### src/rtl/pads_cfg_sequencer.sv
// Hardware sequencer that walks the pad configuration window and writes each
// pad's output-enable bit from a latched profile, optionally reading each
// register back to confirm it took.
//
// state  | meaning
// IDLE   | waiting for start
// WR_REQ | write of profile[idx] to BASE_ADDR+idx on the bus, waiting for ack
// WR_GAP | bus idle cycle after a write; stale slave ack ignored
// RD_REQ | readback of BASE_ADDR+idx on the bus, waiting for ack
// RD_GAP | bus idle cycle after a read; stale slave ack ignored
// DONE   | one-cycle completion pulse
// ERR    | pass stopped by timeout, readback mismatch or abort; err held
module pads_cfg_sequencer #(
   parameter logic [31:0] BASE_ADDR = 32'h3000_6000,
   parameter int          NUM_PADS  = 38,
   parameter int          TIMEOUT   = 16
) (
   input  logic                wb_clk_i,
   input  logic                wb_rst_i,
   input  logic                start,
   input  logic                abort,
   input  logic                verify_en,
   input  logic [NUM_PADS-1:0] profile_oen,
   output logic                busy,
   output logic                done,
   output logic                err,
   output logic [1:0]          err_code,
   output logic [5:0]          err_idx,
   output logic                wbm_cyc_o,
   output logic                wbm_stb_o,
   output logic                wbm_we_o,
   output logic [3:0]          wbm_sel_o,
   output logic [31:0]         wbm_adr_o,
   output logic [31:0]         wbm_dat_o,
   input  logic [31:0]         wbm_dat_i,
   input  logic                wbm_ack_i
);

   localparam int          CNT_W    = $clog2(TIMEOUT);
   localparam logic [CNT_W-1:0] CNT_LAST = CNT_W'(TIMEOUT - 1);
   localparam logic [5:0]  IDX_LAST = 6'(NUM_PADS - 1);

   localparam logic [1:0]  CODE_NONE    = 2'b00;
   localparam logic [1:0]  CODE_TIMEOUT = 2'b01;
   localparam logic [1:0]  CODE_MISMAT  = 2'b10;
   localparam logic [1:0]  CODE_ABORT   = 2'b11;

   typedef enum logic [2:0] {
      IDLE   = 3'd0,
      WR_REQ = 3'd1,
      WR_GAP = 3'd2,
      RD_REQ = 3'd3,
      RD_GAP = 3'd4,
      DONE   = 3'd5,
      ERR    = 3'd6
   } state_t;

   state_t                state_q, state_d;
   logic [5:0]            idx_q, idx_d;
   logic [CNT_W-1:0]      cnt_q, cnt_d;
   logic [NUM_PADS-1:0]   profile_q, profile_d;
   logic                  verify_q, verify_d;
   logic [1:0]            err_code_q, err_code_d;
   logic [5:0]            err_idx_q, err_idx_d;

   logic [63:0]           prof_ext;
   logic                  cur_bit;
   logic                  unused_dat_hi;

   // Only bit 0 of the pad register carries the OEN value.
   assign unused_dat_hi = ^wbm_dat_i[31:1];
   assign prof_ext      = 64'(profile_q);
   assign cur_bit       = prof_ext[idx_q];

   // State and datapath registers, synchronous reset.
   always_ff @(posedge wb_clk_i) begin
      if (wb_rst_i) begin
         state_q    <= IDLE;
         idx_q      <= '0;
         cnt_q      <= '0;
         profile_q  <= '0;
         verify_q   <= 1'b0;
         err_code_q <= CODE_NONE;
         err_idx_q  <= '0;
      end else begin
         state_q    <= state_d;
         idx_q      <= idx_d;
         cnt_q      <= cnt_d;
         profile_q  <= profile_d;
         verify_q   <= verify_d;
         err_code_q <= err_code_d;
         err_idx_q  <= err_idx_d;
      end
   end

   // Next-state logic and Moore bus outputs.
   always_comb begin
      state_d    = state_q;
      idx_d      = idx_q;
      cnt_d      = cnt_q;
      profile_d  = profile_q;
      verify_d   = verify_q;
      err_code_d = err_code_q;
      err_idx_d  = err_idx_q;
      wbm_cyc_o  = 1'b0;
      wbm_stb_o  = 1'b0;
      wbm_we_o   = 1'b0;
      wbm_sel_o  = 4'h0;
      wbm_adr_o  = 32'h0;
      wbm_dat_o  = 32'h0;
      busy       = 1'b0;
      done       = 1'b0;
      err        = 1'b0;

      case (state_q)
         IDLE, ERR: begin
            err = (state_q == ERR);
            if (start) begin
               profile_d  = profile_oen;
               verify_d   = verify_en;
               err_code_d = CODE_NONE;
               err_idx_d  = '0;
               idx_d      = '0;
               cnt_d      = '0;
               state_d    = WR_REQ;
            end
         end

         WR_REQ, RD_REQ: begin
            busy      = 1'b1;
            wbm_cyc_o = 1'b1;
            wbm_stb_o = 1'b1;
            wbm_we_o  = (state_q == WR_REQ);
            wbm_sel_o = 4'hF;
            wbm_adr_o = BASE_ADDR + {26'd0, idx_q};
            wbm_dat_o = (state_q == WR_REQ) ? {31'd0, cur_bit} : 32'h0;
            // Abort outranks a same-cycle ack and the timeout.
            if (abort) begin
               err_code_d = CODE_ABORT;
               err_idx_d  = idx_q;
               state_d    = ERR;
            end else if (wbm_ack_i) begin
               if (state_q == WR_REQ) begin
                  state_d = WR_GAP;
               end else if (wbm_dat_i[0] != cur_bit) begin
                  err_code_d = CODE_MISMAT;
                  err_idx_d  = idx_q;
                  state_d    = ERR;
               end else begin
                  state_d = RD_GAP;
               end
            end else if (cnt_q == CNT_LAST) begin
               err_code_d = CODE_TIMEOUT;
               err_idx_d  = idx_q;
               state_d    = ERR;
            end else begin
               cnt_d = cnt_q + 1'b1;
            end
         end

         WR_GAP, RD_GAP: begin
            busy = 1'b1;
            if (abort) begin
               err_code_d = CODE_ABORT;
               err_idx_d  = idx_q;
               state_d    = ERR;
            end else if ((state_q == WR_GAP) && verify_q) begin
               cnt_d   = '0;
               state_d = RD_REQ;
            end else if (idx_q == IDX_LAST) begin
               state_d = DONE;
            end else begin
               idx_d   = idx_q + 1'b1;
               cnt_d   = '0;
               state_d = WR_REQ;
            end
         end

         DONE: begin
            done    = 1'b1;
            state_d = IDLE;
         end

         default: begin
            state_d = IDLE;
         end
      endcase
   end

   assign err_code = err_code_q;
   assign err_idx  = err_idx_q;

endmodule

### config.mk
export PLATFORM = sky130hd
export DESIGN_NAME = pads_cfg_sequencer
export DESIGN_NICKNAME = d
export VERILOG_FILES = /design/src/rtl/pads_cfg_sequencer.sv
export SDC_FILE = /design/constraint.sdc
export NUM_CORES = 1
export LEC_CHECK = 0
export CORE_MARGIN = 8
export CORE_UTILIZATION = 38
export CTS_CLUSTER_DIAMETER = 200
export CTS_CLUSTER_SIZE = 8
export DETAILED_ROUTE_END_ITERATION = 8
export GPL_TIMING_DRIVEN = 0
export HOLD_SLACK_MARGIN = 0.05
export PLACE_DENSITY = 0.88
export SLEW_MARGIN = 20
export SYNTH_ARGS = -nofsm -noshare
export SYNTH_HDL_FRONTEND = slang
export SYNTH_SLANG_ARGS = --single-unit
### constraint.sdc
create_clock -name wb_clk_i -period 2.4 [get_ports wb_clk_i]
set_input_delay 0.48 -clock wb_clk_i [delete_from_list [all_inputs] [get_ports wb_clk_i]]
set_output_delay 0.48 -clock wb_clk_i [all_outputs]
set_load 0.03 [all_outputs]
==> results of run 1 <==
==> flip-flops by register name (all words and copies together), names as in the netlist <==
name / cells
state_q: 3
cnt_q: 4
verify_q: 1
err_code: 2
err_idx: 6
profile_q: 38
idx_q: 6
==> worst reg2reg max path, cell delays in order, from the launching register on <==
cell and delay, ns:
sky130_fd_sc_hd__dfxtp_2 0.35, sky130_fd_sc_hd__buf_8 0.14, sky130_fd_sc_hd__buf_12 0.12, sky130_fd_sc_hd__mux4_2 0.50, sky130_fd_sc_hd__mux2i_2 0.20, sky130_fd_sc_hd__o21ai_2 0.09, sky130_fd_sc_hd__a21o_1 0.21, sky130_fd_sc_hd__buf_4 0.14
sky130_fd_sc_hd__buf_6 0.11, sky130_fd_sc_hd__a311oi_4 0.27, sky130_fd_sc_hd__buf_4 0.17, sky130_fd_sc_hd__mux2_4 0.29
==> where the power goes <==
group | total (mW) | leakage [nW] | switching (mW) | internal (mW)
Sequential | 1.20 | 0.492 | 0.0865 | 1.12
Clock | 0.900 | 0.0983 | 0.377 | 0.523
Combinational | 1.67 | 1.60 | 0.943 | 0.731
==> logic make-up (layout without fill, tap and decap cells) <==
logic type / Yosys count / count (layout) / share of synthesized area (%)
fa+ha+maj: 3 / 3 / 1.06
simple gates: 166 / 166 / 21.5
flops: 60 / 60 / 33.8
mux: 22 / 22 / 9.44
compound gates: 85 / 85 / 14.9
buf+inv: 99 / 196 / 17.5
other cells: 1 / 53 / 0.106
xor+xnor: 7 / 7 / 1.73
==> worst max path at each step <==
stage / startpoint / to / cells past startpoint
2_1_floorplan: idx_q[0] / err_code[0] / 8
4_1_cts: idx_q[0] / wbm_dat_o[0] / 8
3_3_place_gp: idx_q[1] / wbm_dat_o[0] / 8
3_5_place_dp: idx_q[1] / wbm_dat_o[0] / 8
5_1_grt: idx_q[0] / err_code[1] / 11
6_report: idx_q[0] / wbm_dat_o[0] / 8
==> cells in the mapped netlist, types with 3 or more instances <==
cell	instances	share of area (%)
sky130_fd_sc_hd__o22ai_1	3	0.53
sky130_fd_sc_hd__mux4_2	8	5.1
sky130_fd_sc_hd__inv_1	7	0.74
sky130_fd_sc_hd__nor2b_1	11	1.9
sky130_fd_sc_hd__ha_1	3	1.1
sky130_fd_sc_hd__clkbuf_1	27	2.9
sky130_fd_sc_hd__nand3_1	3	0.42
sky130_fd_sc_hd__xnor2_1	5	1.2
sky130_fd_sc_hd__nand2b_1	9	1.6
sky130_fd_sc_hd__mux2_2	4	1.3
sky130_fd_sc_hd__mux2i_1	8	2.3
sky130_fd_sc_hd__nor2_1	20	2.1
sky130_fd_sc_hd__or3_1	3	0.53
sky130_fd_sc_hd__nor3b_1	3	0.63
sky130_fd_sc_hd__nand2_1	92	9.7
sky130_fd_sc_hd__dfxtp_1	60	34
sky130_fd_sc_hd__o21ai_0	6	0.85
sky130_fd_sc_hd__a21oi_1	54	7.6
sky130_fd_sc_hd__nor3_1	6	0.85
sky130_fd_sc_hd__and3_1	5	0.88
sky130_fd_sc_hd__buf_4	62	13
sky130_fd_sc_hd__nand3b_1	6	1.3
==> cell type report <==
cell class / count / area [um^2] / share of cell area, %
buffer: 88 / 602 / 12.1
clock buffer: 12 / 155 / 3.11
clock inverter: 2 / 35.0 / 0.702
inverter: 7 / 30.0 / 0.602
multi-input combinational: 336 / 2000 / 40.1
sequential: 60 / 1210 / 24.2
tap: 111 / 139 / 2.78
timing repair buffer: 87 / 823 / 16.5
==> metal layers <==
| layer | global-route usage (%) | up-vias | routed length, um |
|---|---|---|---|
| met5 | 0 | - | 0 |
| met4 | 7.10 | 0 | 253 |
| met1 | 18.7 | 1532 | 4220 |
| li1 | - | 1669 | - |
| met2 | 27.9 | 136 | 5150 |
| met3 | 4.90 | 23 | 831 |
==> per-stage QoR <==
step	setup TNS, ns	setup WS (ns)	power [mW]	utilization [%]
floorplan	-0.121	-0.0607	2.29	-
global placement	-9.49	-0.683	2.68	50.3
detailed placement	-5.99	-0.745	2.72	50.3
CTS	-1.95	-0.314	3.69	53.5
global route	-2.96	-0.371	3.98	54.5
finish	-2.07	-0.299	3.78	54.5
==> repair_timing <==
action	in CTS	in global routing
endpoints found under the setup margin	33	34
endpoints found under the hold margin	0	0
resized for setup	41	24
buffers inserted	10	7
pin swaps	4	6
==> impl_metrics.py, run 1 <==
metrics = {
    "floorplan": {
        "core_area_um2": 9150,
        "die_w_um": 113,
        "design.die.area_um2": 12700,
        "rows": 35,
        "die_height_um": 113,
        "io_pins": 158,
        "floorplan.initialDensity_pct": 38.8,
    },
    "setup_path": {
        "r2r_slack_ns": -0.28,
        "worstRegToRegCells": 11,
        "arrival_ns": 2.22,
        "timing.critical_path.from_type": "register",
        "crit_fanout": 6,
        "r2r_start": "idx_q[0]",
        "category_of_the_critical_setup_timing_path": "register to primary output",
        "r2r-end": "err_code[0]",
        "worst_setup_path_end_kind": "primary output",
        "critical-path-top-delay-family": "multiplexers",
        "critical-path-slowest-cell": "sky130_fd_sc_hd__mux4_2",
        "worst_path_largest_cell_delay_ns": 0.49,
        "critical_path.n_buffers_inverters": 3,
        "crit_chain": "buf_8 -> buf_12 -> mux4_2 -> mux2i_2 -> o21ai_2 -> a21o_1 -> and2_4 -> buf_6",
        "timing.critical_path.required_ns": 1.92,
    },
    "synth": {
        "mapped_avg_cell_area_um2": 8.02,
        "yosys_most_used_dff": "sky130_fd_sc_hd__dfxtp_1",
        "synth_edf_count": 0,
        "synth.yosys.seq_area_share_pct": 33.8,
        "post_synth_instance_area_um2": 3550,
        "yosys_warnings": 0,
        "synth-seq-cells": 60,
        "yosys.cell_types.count": 50,
        "synthesis.instances": 443,
        "synth_async_sr_flop_share_pct": 0,
    },
    "route": {
        "post_drt_via_cell_ratio": 4.78,
        "vias": 3360,
        "dr.pass1.iters": 4,
        "postRouteWirelength_mm": 10.5,
        "dr.first_iter.drc_count": 277,
        "detail_route.drc_violations": 0,
        "detail_route.wl_per_cell_um": 14.9,
        "drtAntennaViolNets": 0,
    },
    "hold_path": {
        "launch_instance_of_the_worst_min_delay_path": "profile_q[15]",
        "hp-class": "register to register",
        "min_to": "profile_q[15]",
        "hold_path_depth": 2,
    },
    "grt": {
        "antenna_found_initial": 0,
        "grtUsageTotal_pct": 16.4,
        "first_pass_grt_wire_length_mm": 17.0,
        "pin_count_of_the_biggest_net_entering_global_routing": 13,
        "global_route.overflow_total": 0,
        "vias_in_the_first_global_route": 3384,
    },
    "timing": {
        "fin_ws_ns": -0.299,
        "post-route-min-period_ns": 2.70,
        "finalClockSkew_ns": 0.00931,
        "setup_viol": 9,
        "max_slew_margin_pct": 54.1,
        "tightest_slew_ns": 0.686,
        "fin_crit_sh_pct": 112,
        "drv_slew": 0,
        "finalHoldViolCount": 0,
        "achievable-frequency_mhz": 371,
        "grt_setup_unrepaired": "true",
        "hold_slack_ns": 0.452,
    },
    "cts": {
        "clk-insertion-delay-late_ns": 0.34,
        "clkSlewWorstSetupHoldPaths_ns": 0.06,
        "cts_htree_levels": 3,
        "cts_tree": "done",
        "clock-sinks": 60,
        "cts_buffer_depth": 2,
        "hold_fix_buffer_count_after_cts": 0,
        "clockRootBuffer": "sky130_fd_sc_hd__clkbuf_8",
        "cts_inserted_buffers": 9,
    },
    "final_layout": {
        "mostFrequentLayoutCell": "sky130_fd_sc_hd__nand2_1",
        "syn2layout_area_growth_pct": 40.4,
        "n_fill_cell": 847,
        "design_area_um2": 4990,
        "insertedDiodeCount": 0,
        "layout.nets": 668,
        "most-common-layout-cells": "91 x sky130_fd_sc_hd__nand2_1, 77 x sky130_fd_sc_hd__buf_4, 56 x sky130_fd_sc_hd__dfxtp_1",
        "post_layout_nonfiller_instances": 703,
        "post_route_cells_drive_above_1_share_pct": 24.0,
    },
    "run": {
        "max_cap_viol_count": 0,
    },
    "power_and_ir_drop": {
        "power-per-cell-area_nw_per_um2": 757,
        "ir_drop_mv": 0.326,
        "cellLeakagePower_nw": 2.19,
    },
    "place": {
        "placedInstanceArea_um2": 4610,
        "gp_congestion": 0.882,
        "detailedPlacementHpwl_mm": 7.69,
        "portBuffers": 70,
        "place.detailed.instances": 676,
    },
    "outcome": {
        "status": "finished with violations",
        "failed_checks": "negative setup slack",
    },
}
Note: power is estimated with default switching activity, not from simulation.
==> run 2: changes to the inputs <==
CORE_UTILIZATION = 46   (was 38)
CTS_BUF_LIST = sky130_fd_sc_hd__clkbuf_16   (was not set)
PLACE_DENSITY = 0.95   (was 0.88)
clock period = 3.3 ns   (was 2.4 ns; I/O delays follow)
==> run 2 against run 1 <==
  * Setup slack better by 0.46 ns
  * Wire length is 5.0% lower
  * Critical path depth is 4 lower
  * Largest power group unchanged
  * Die area is 15% lower
  * Core utilization is 9.4 points higher
  * Non-clock buffer count is 14 lower
  * Combinational power is 34% lower
  * Register-to-register slack better by 0.59 ns
  * Sequential power is 28% lower
  * Sequential share of layout area is 0.53 points higher
  * Final area is 2.5% lower
  * The flow now finishes without violations
==> impl_metrics.py, run 2 (synthesis gave the netlist of run 1 again) <==
metrics = {
    "setup_path": {
        "r2r_start": "idx_q[0]",
        "r2r-end": "err_code[1]",
        "crit_path_end": "busy",
        "worstRegToRegCells": 9,
        "arrival_ns": 2.48,
        "timing.critical_path.required_ns": 2.64,
        "timing.critical_path.from_type": "register",
        "category_of_the_critical_setup_timing_path": "register to primary output",
        "critical-path-slowest-cell": "sky130_fd_sc_hd__clkdlybuf4s50_1",
        "crit_fanout": 10,
        "worst_setup_path_end_kind": "primary output",
        "critPathMostFrequentCell": "sky130_fd_sc_hd__clkbuf_1",
        "r2r_slack_ns": 0.31,
        "worst_path_largest_cell_delay_ns": 0.72,
        "worst_setup_path_startpoint": "state_q[2]",
        "crit_chain": "clkbuf_1 -> clkbuf_1 -> xnor2_1 -> clkdlybuf4s50_1",
    },
    "final_layout": {
        "area_used_by_multi_input_combinational_logic_um2": 1930,
        "layout.nets": 654,
        "post_layout_nonfiller_instances": 682,
        "regArea_um2": 1200,
        "largest_register_by_flop_count": "profile_q",
        "insertedDiodeCount": 0,
        "largest_reg_flops": 38,
        "most-common-layout-cells": "92 x sky130_fd_sc_hd__nand2_1, 69 x sky130_fd_sc_hd__clkdlybuf4s50_1, 63 x sky130_fd_sc_hd__buf_4",
        "design_area_um2": 4860,
        "post_route_cells_drive_above_1_share_pct": 17.4,
        "n_fill_cell": 623,
        "mostFrequentLayoutCell": "sky130_fd_sc_hd__nand2_1",
        "post-route-util_pct": 63.9,
        "syn2layout_area_growth_pct": 36.8,
    },
    "timing": {
        "setup_viol": 0,
        "max_slew_margin_pct": 29.6,
        "finalHoldViolCount": 0,
        "drv_slew": 0,
        "tightest_slew_ns": 1.05,
        "post-route-min-period_ns": 3.14,
        "grt_setup_unrepaired": "false",
        "finalClockSkew_ns": 0.00404,
        "fin_crit_sh_pct": 95.0,
        "achievable-frequency_mhz": 319,
    },
    "power_and_ir_drop": {
        "power_share_of_the_clock_group_pct": 31.3,
        "ir_drop_mv": 0.372,
        "intPower_mw": 1.85,
        "swShare_pct": 35.7,
        "power_switching_mw": 1.02,
        "pwr-share-comb_pct": 38.5,
        "share_seq_of_total_power_pct": 30.2,
        "power-per-cell-area_nw_per_um2": 590,
        "cellLeakagePower_nw": 2.03,
    },
    "cts": {
        "hold_fix_buffer_count_after_cts": 0,
        "clkSlewWorstSetupHoldPaths_ns": 0.05,
        "clockRootBuffer": "sky130_fd_sc_hd__clkbuf_16",
        "cts_buffer_depth": 2,
        "cts_htree_levels": 3,
        "clk-insertion-delay-late_ns": 0.33,
        "clock-sinks": 60,
        "cts_inserted_buffers": 9,
        "cts_tree": "done",
    },
    "floorplan": {
        "io_pins": 158,
        "die_height_um": 104,
        "design.die.area_um2": 10800,
        "core_area_um2": 7610,
        "floorplan.initialDensity_pct": 46.7,
        "rows": 32,
        "die_w_um": 104,
    },
    "route": {
        "postRouteWirelength_mm": 9.93,
        "vias": 3392,
        "dr.pass1.iters": 5,
        "post_drt_via_cell_ratio": 4.97,
        "detail_route.drc_violations": 0,
        "detail_route.wl_per_cell_um": 14.6,
        "dr.first_iter.drc_count": 218,
        "drtAntennaViolNets": 0,
    },
    "run": {
        "max_cap_viol_count": 0,
    },
    "place": {
        "portBuffers": 70,
        "place.detailed.instances": 667,
        "gp_congestion": 0.848,
        "detailedPlacementHpwl_mm": 7.47,
        "placedInstanceArea_um2": 4580,
    },
    "grt": {
        "antenna_found_initial": 0,
        "global_route.overflow_total": 0,
        "pin_count_of_the_biggest_net_entering_global_routing": 14,
        "grtUsageTotal_pct": 17.9,
        "vias_in_the_first_global_route": 3413,
        "first_pass_grt_wire_length_mm": 16.2,
    },
    "hold_path": {
        "hp-class": "register to register",
    },
    "outcome": {
        "status": "completed",
    },
}
[run 2: area by class of cell]
cell class | instances | area share, %
plain buffers | 90 | 12.1
multi-input cells | 336 | 39.7
clock buffers | 9 | 4.63
well taps | 102 | 2.62
flip-flops and latches | 60 | 24.7
repair buffers | 71 | 14.5
clock inverters | 7 | 1.24
inverters | 7 | 0.540
[run 2: through the flow]
| step | setup WS [ns] | total power, mW | hold slack, ns | TNS [ns] |
|---|---|---|---|---|
| after floorplan | 0.722 | 1.66 | 0.433 | 0 |
| after global placement | 0.0512 | 1.93 | 0.440 | 0 |
| after detailed placement | -0.0182 | 1.96 | 0.443 | -0.0182 |
| after CTS | 0.0144 | 2.86 | 0.450 | 0 |
| after global routing | 0.0433 | 3.00 | 0.472 | 0 |
| final | 0.164 | 2.87 | 0.448 | 0 |
[run 2: critical path, delay by kind of cell (launching register included)]
family	cells	cell delay [ns]
xor gates and xnor gates	1	0.20
buffers and inverters	3	1.52
DFF	1	0.43
[run 2: repair_timing]
item | in CTS | in global routing
gates resized for setup | 1 | 2
endpoints found under the setup margin | 1 | 1
cloned | 0 | 0
setup buffers | 1 | 0
[run 2: power groups by stage]
| stage | logic, mW | clock network, mW | registers [mW] |
|---|---|---|---|
| 5_1_grt | 1.19 | 0.932 | 0.877 |
| 4_1_cts | 1.09 | 0.901 | 0.866 |
| 3_3_place_gp | 1.07 | 0 | 0.868 |
| 2_1_floorplan | 0.786 | 0 | 0.875 |
| 3_5_place_dp | 1.09 | 0 | 0.875 |
| 6_report | 1.10 | 0.897 | 0.868 |
[run 2: worst min path at each step]
stage	cells past startpoint	start	to
5_1_grt	2	profile_q[0]	profile_q[0]
4_1_cts	2	profile_q[35]	profile_q[35]
3_3_place_gp	2	profile_q[11]	profile_q[11]
3_5_place_dp	2	profile_q[35]	profile_q[35]
6_report	2	profile_q[35]	profile_q[35]
2_1_floorplan	2	profile_q[26]	profile_q[26]
[run 2: routing by layer]
layer  vias up  share of wire [%]  track usage, %
li1       1647                  -               -
met1      1554                 39            19.4
met2       172                 50            31.2
met3        19                9.2            6.13
met4         0                1.5            7.45
met5         -                  0               0
==> run 3: changes to the inputs <==
SETUP_SLACK_MARGIN = 0.4   (was not set)
==> run 3 against run 2 <==
  * First-iteration DRC count up 31%
  * Final cell count is 1.6% higher
  * Combinational power rose by 9%
  * Clock skew is essentially flat
  * Core utilization is 1.9 points higher
  * Global-route usage up 0.67 points
  * Critical path type unchanged
  * Largest power group unchanged
==> impl_metrics.py, run 3 (synthesis gave the netlist of run 1 again) <==
metrics = {
    "grt": {
        "pin_count_of_the_biggest_net_entering_global_routing": 14,
        "grtUsageTotal_pct": 18.6,
        "antenna_found_initial": 0,
        "grt_util_met3_pct": 6.07,
        "vias_in_the_first_global_route": 3457,
        "first_pass_grt_wire_length_mm": 16.8,
        "globalRoute.busiestLayer": "met2",
        "global_route.usage.met2_pct": 32.5,
        "global_route.overflow_total": 0,
        "grt.met1_usage_pct": 20.4,
    },
    "hold_path": {
        "hp-class": "register to register",
        "hold_path_depth": 2,
        "min_to": "profile_q[35]",
        "launch_instance_of_the_worst_min_delay_path": "profile_q[35]",
    },
    "floorplan": {
        "core_area_um2": 7610,
        "rows": 32,
        "die_w_um": 104,
        "design.die.area_um2": 10800,
        "die_height_um": 104,
        "io_pins": 158,
        "floorplan.initialDensity_pct": 46.7,
    },
    "timing": {
        "post-route-min-period_ns": 2.97,
        "fin_crit_sh_pct": 89.9,
        "setup_viol": 0,
        "grt_setup_unrepaired": "true",
        "max_slew_margin_pct": 27.8,
        "tightest_slew_ns": 1.07,
        "finalHoldViolCount": 0,
        "setup_tns_ns": 0,
        "finalClockSkew_ns": 0.00396,
        "fin_ws_ns": 0.333,
        "drv_slew": 0,
        "achievable-frequency_mhz": 337,
    },
    "cts": {
        "clk-insertion-delay-late_ns": 0.33,
        "clock-sinks": 60,
        "cts_inserted_buffers": 9,
        "cts_tree": "done",
        "clkSlewWorstSetupHoldPaths_ns": 0.05,
        "cts_htree_levels": 3,
        "clockRootBuffer": "sky130_fd_sc_hd__clkbuf_16",
        "cts_buffer_depth": 2,
    },
    "route": {
        "vias": 3484,
        "postRouteWirelength_mm": 10.4,
        "post_drt_via_cell_ratio": 5.03,
        "detail_route.drc_violations": 0,
        "detail_route.wl_per_cell_um": 15.0,
        "dr.pass1.iters": 5,
        "dr.first_iter.drc_count": 285,
        "drtAntennaViolNets": 0,
    },
    "setup_path": {
        "worst_setup_path_end_kind": "primary output",
        "timing.critical_path.from_type": "register",
        "timing.critical_path.required_ns": 2.64,
        "category_of_the_critical_setup_timing_path": "register to primary output",
        "r2r-end": "err_code[1]",
        "r2r_start": "idx_q[0]",
        "r2r_slack_ns": 0.53,
        "worstRegToRegCells": 9,
        "crit_fanout": 6,
        "arrival_ns": 2.31,
        "worst_path_largest_cell_delay_ns": 0.52,
        "crit_chain": "buf_8 -> mux4_2 -> a22oi_2 -> a41oi_2 -> a21o_1 -> and2_4 -> buf_6",
        "critical-path-slowest-cell": "sky130_fd_sc_hd__mux4_2",
    },
    "outcome": {
        "status": "completed",
    },
    "place": {
        "place.detailed.instances": 667,
        "post-place-ws_ns": -0.0182,
        "portBuffers": 70,
        "detailedPlacementHpwl_mm": 7.47,
        "gp_congestion": 0.848,
    },
    "power_and_ir_drop": {
        "cellLeakagePower_nw": 2.12,
        "ir_drop_mv": 0.370,
        "design_power_total_mw": 2.96,
        "power-per-cell-area_nw_per_um2": 591,
    },
    "final_layout": {
        "largest_reg_flops": 38,
        "mostFrequentLayoutCell": "sky130_fd_sc_hd__nand2_1",
        "post_route_cells_drive_above_1_share_pct": 21.7,
        "layout.nets": 665,
        "most-common-layout-cells": "91 x sky130_fd_sc_hd__nand2_1, 73 x sky130_fd_sc_hd__buf_4, 68 x sky130_fd_sc_hd__clkdlybuf4s50_1",
        "syn2layout_area_growth_pct": 41.0,
        "largest_register_by_flop_count": "profile_q",
        "post_layout_nonfiller_instances": 693,
        "insertedDiodeCount": 0,
    },
    "run": {
        "max_cap_viol_count": 0,
    },
}
## run 3: changes by cell type in the layout (fill, tap and decap cells not counted), moves of 2 or more
| cell | previous run | this run |
|---|---|---|
| sky130_fd_sc_hd__clkbuf_1 | 25 | 18 |
| sky130_fd_sc_hd__clkbuf_2 | 1 | 8 |
| sky130_fd_sc_hd__a22oi_1 | 2 | 0 |
| sky130_fd_sc_hd__a22oi_2 | 0 | 2 |
| sky130_fd_sc_hd__buf_4 | 63 | 73 |
## run 3: layout make-up
cell class	instances	area, um^2
Timing Repair Buffer	80	779
Inverter	7	30.0
Buffer	92	621
Clock buffer	9	225
Fill cell	608	2600
Clock inverter	7	60.1
Tap cell	102	128
Sequential cell	60	1200
Multi-Input combinational cell	336	1960
## run 3: metal layers
| layer | vias to the layer above | wire [um] |
|---|---|---|
| met1 | 1595 | 3990 |
| met4 | 0 | 217 |
| li1 | 1671 | - |
| met5 | - | 0 |
| met3 | 27 | 995 |
| met2 | 191 | 5180 |
## run 3: how the worst max path moves through the flow
stage	startpoint	to	cells past startpoint
2_1_floorplan	idx_q[0]	err_code[0]	7
3_3_place_gp	idx_q[1]	wbm_dat_o[0]	8
3_5_place_dp	idx_q[1]	wbm_dat_o[0]	8
4_1_cts	idx_q[0]	wbm_dat_o[0]	8
5_1_grt	idx_q[0]	wbm_dat_o[0]	7
6_report	idx_q[0]	wbm_dat_o[0]	7
## run 3: critical path: cells and delay by family (launching register included)
kind,cells,cell delay [ns]
AOI/OAI and AO/OA,3,0.68
muxes,1,0.52
DFF,1,0.35
buffers and inverters,2,0.26
and+or+nand+nor,1,0.16
## run 3: per-stage QoR
stage | area (um^2) | utilization [%] | hold WS [ns]
3_5_place_dp | 4580 | 60.2 | 0.443
3_3_place_gp | 4580 | 60.2 | 0.440
2_1_floorplan | 3750 | - | 0.433
6_report | 5010 | 65.9 | 0.448
4_1_cts | 4920 | 64.6 | 0.450
5_1_grt | 5010 | 65.9 | 0.472
## run 3: what timing repair did
action                     4_1_cts  5_1_grt
setup endpoints to repair        7       19
buffers inserted                 2        8
hold buffers                     0        0
gates resized for setup         20       16
pin swaps                        0        6
## run 3: where the power goes
part | leakage [nW] | switching, mW | internal, mW
registers | 0.491 | 0.0505 | 0.814
clock network | 0.149 | 0.327 | 0.574
logic | 1.48 | 0.678 | 0.519
total | 2.12 | 1.06 | 1.91
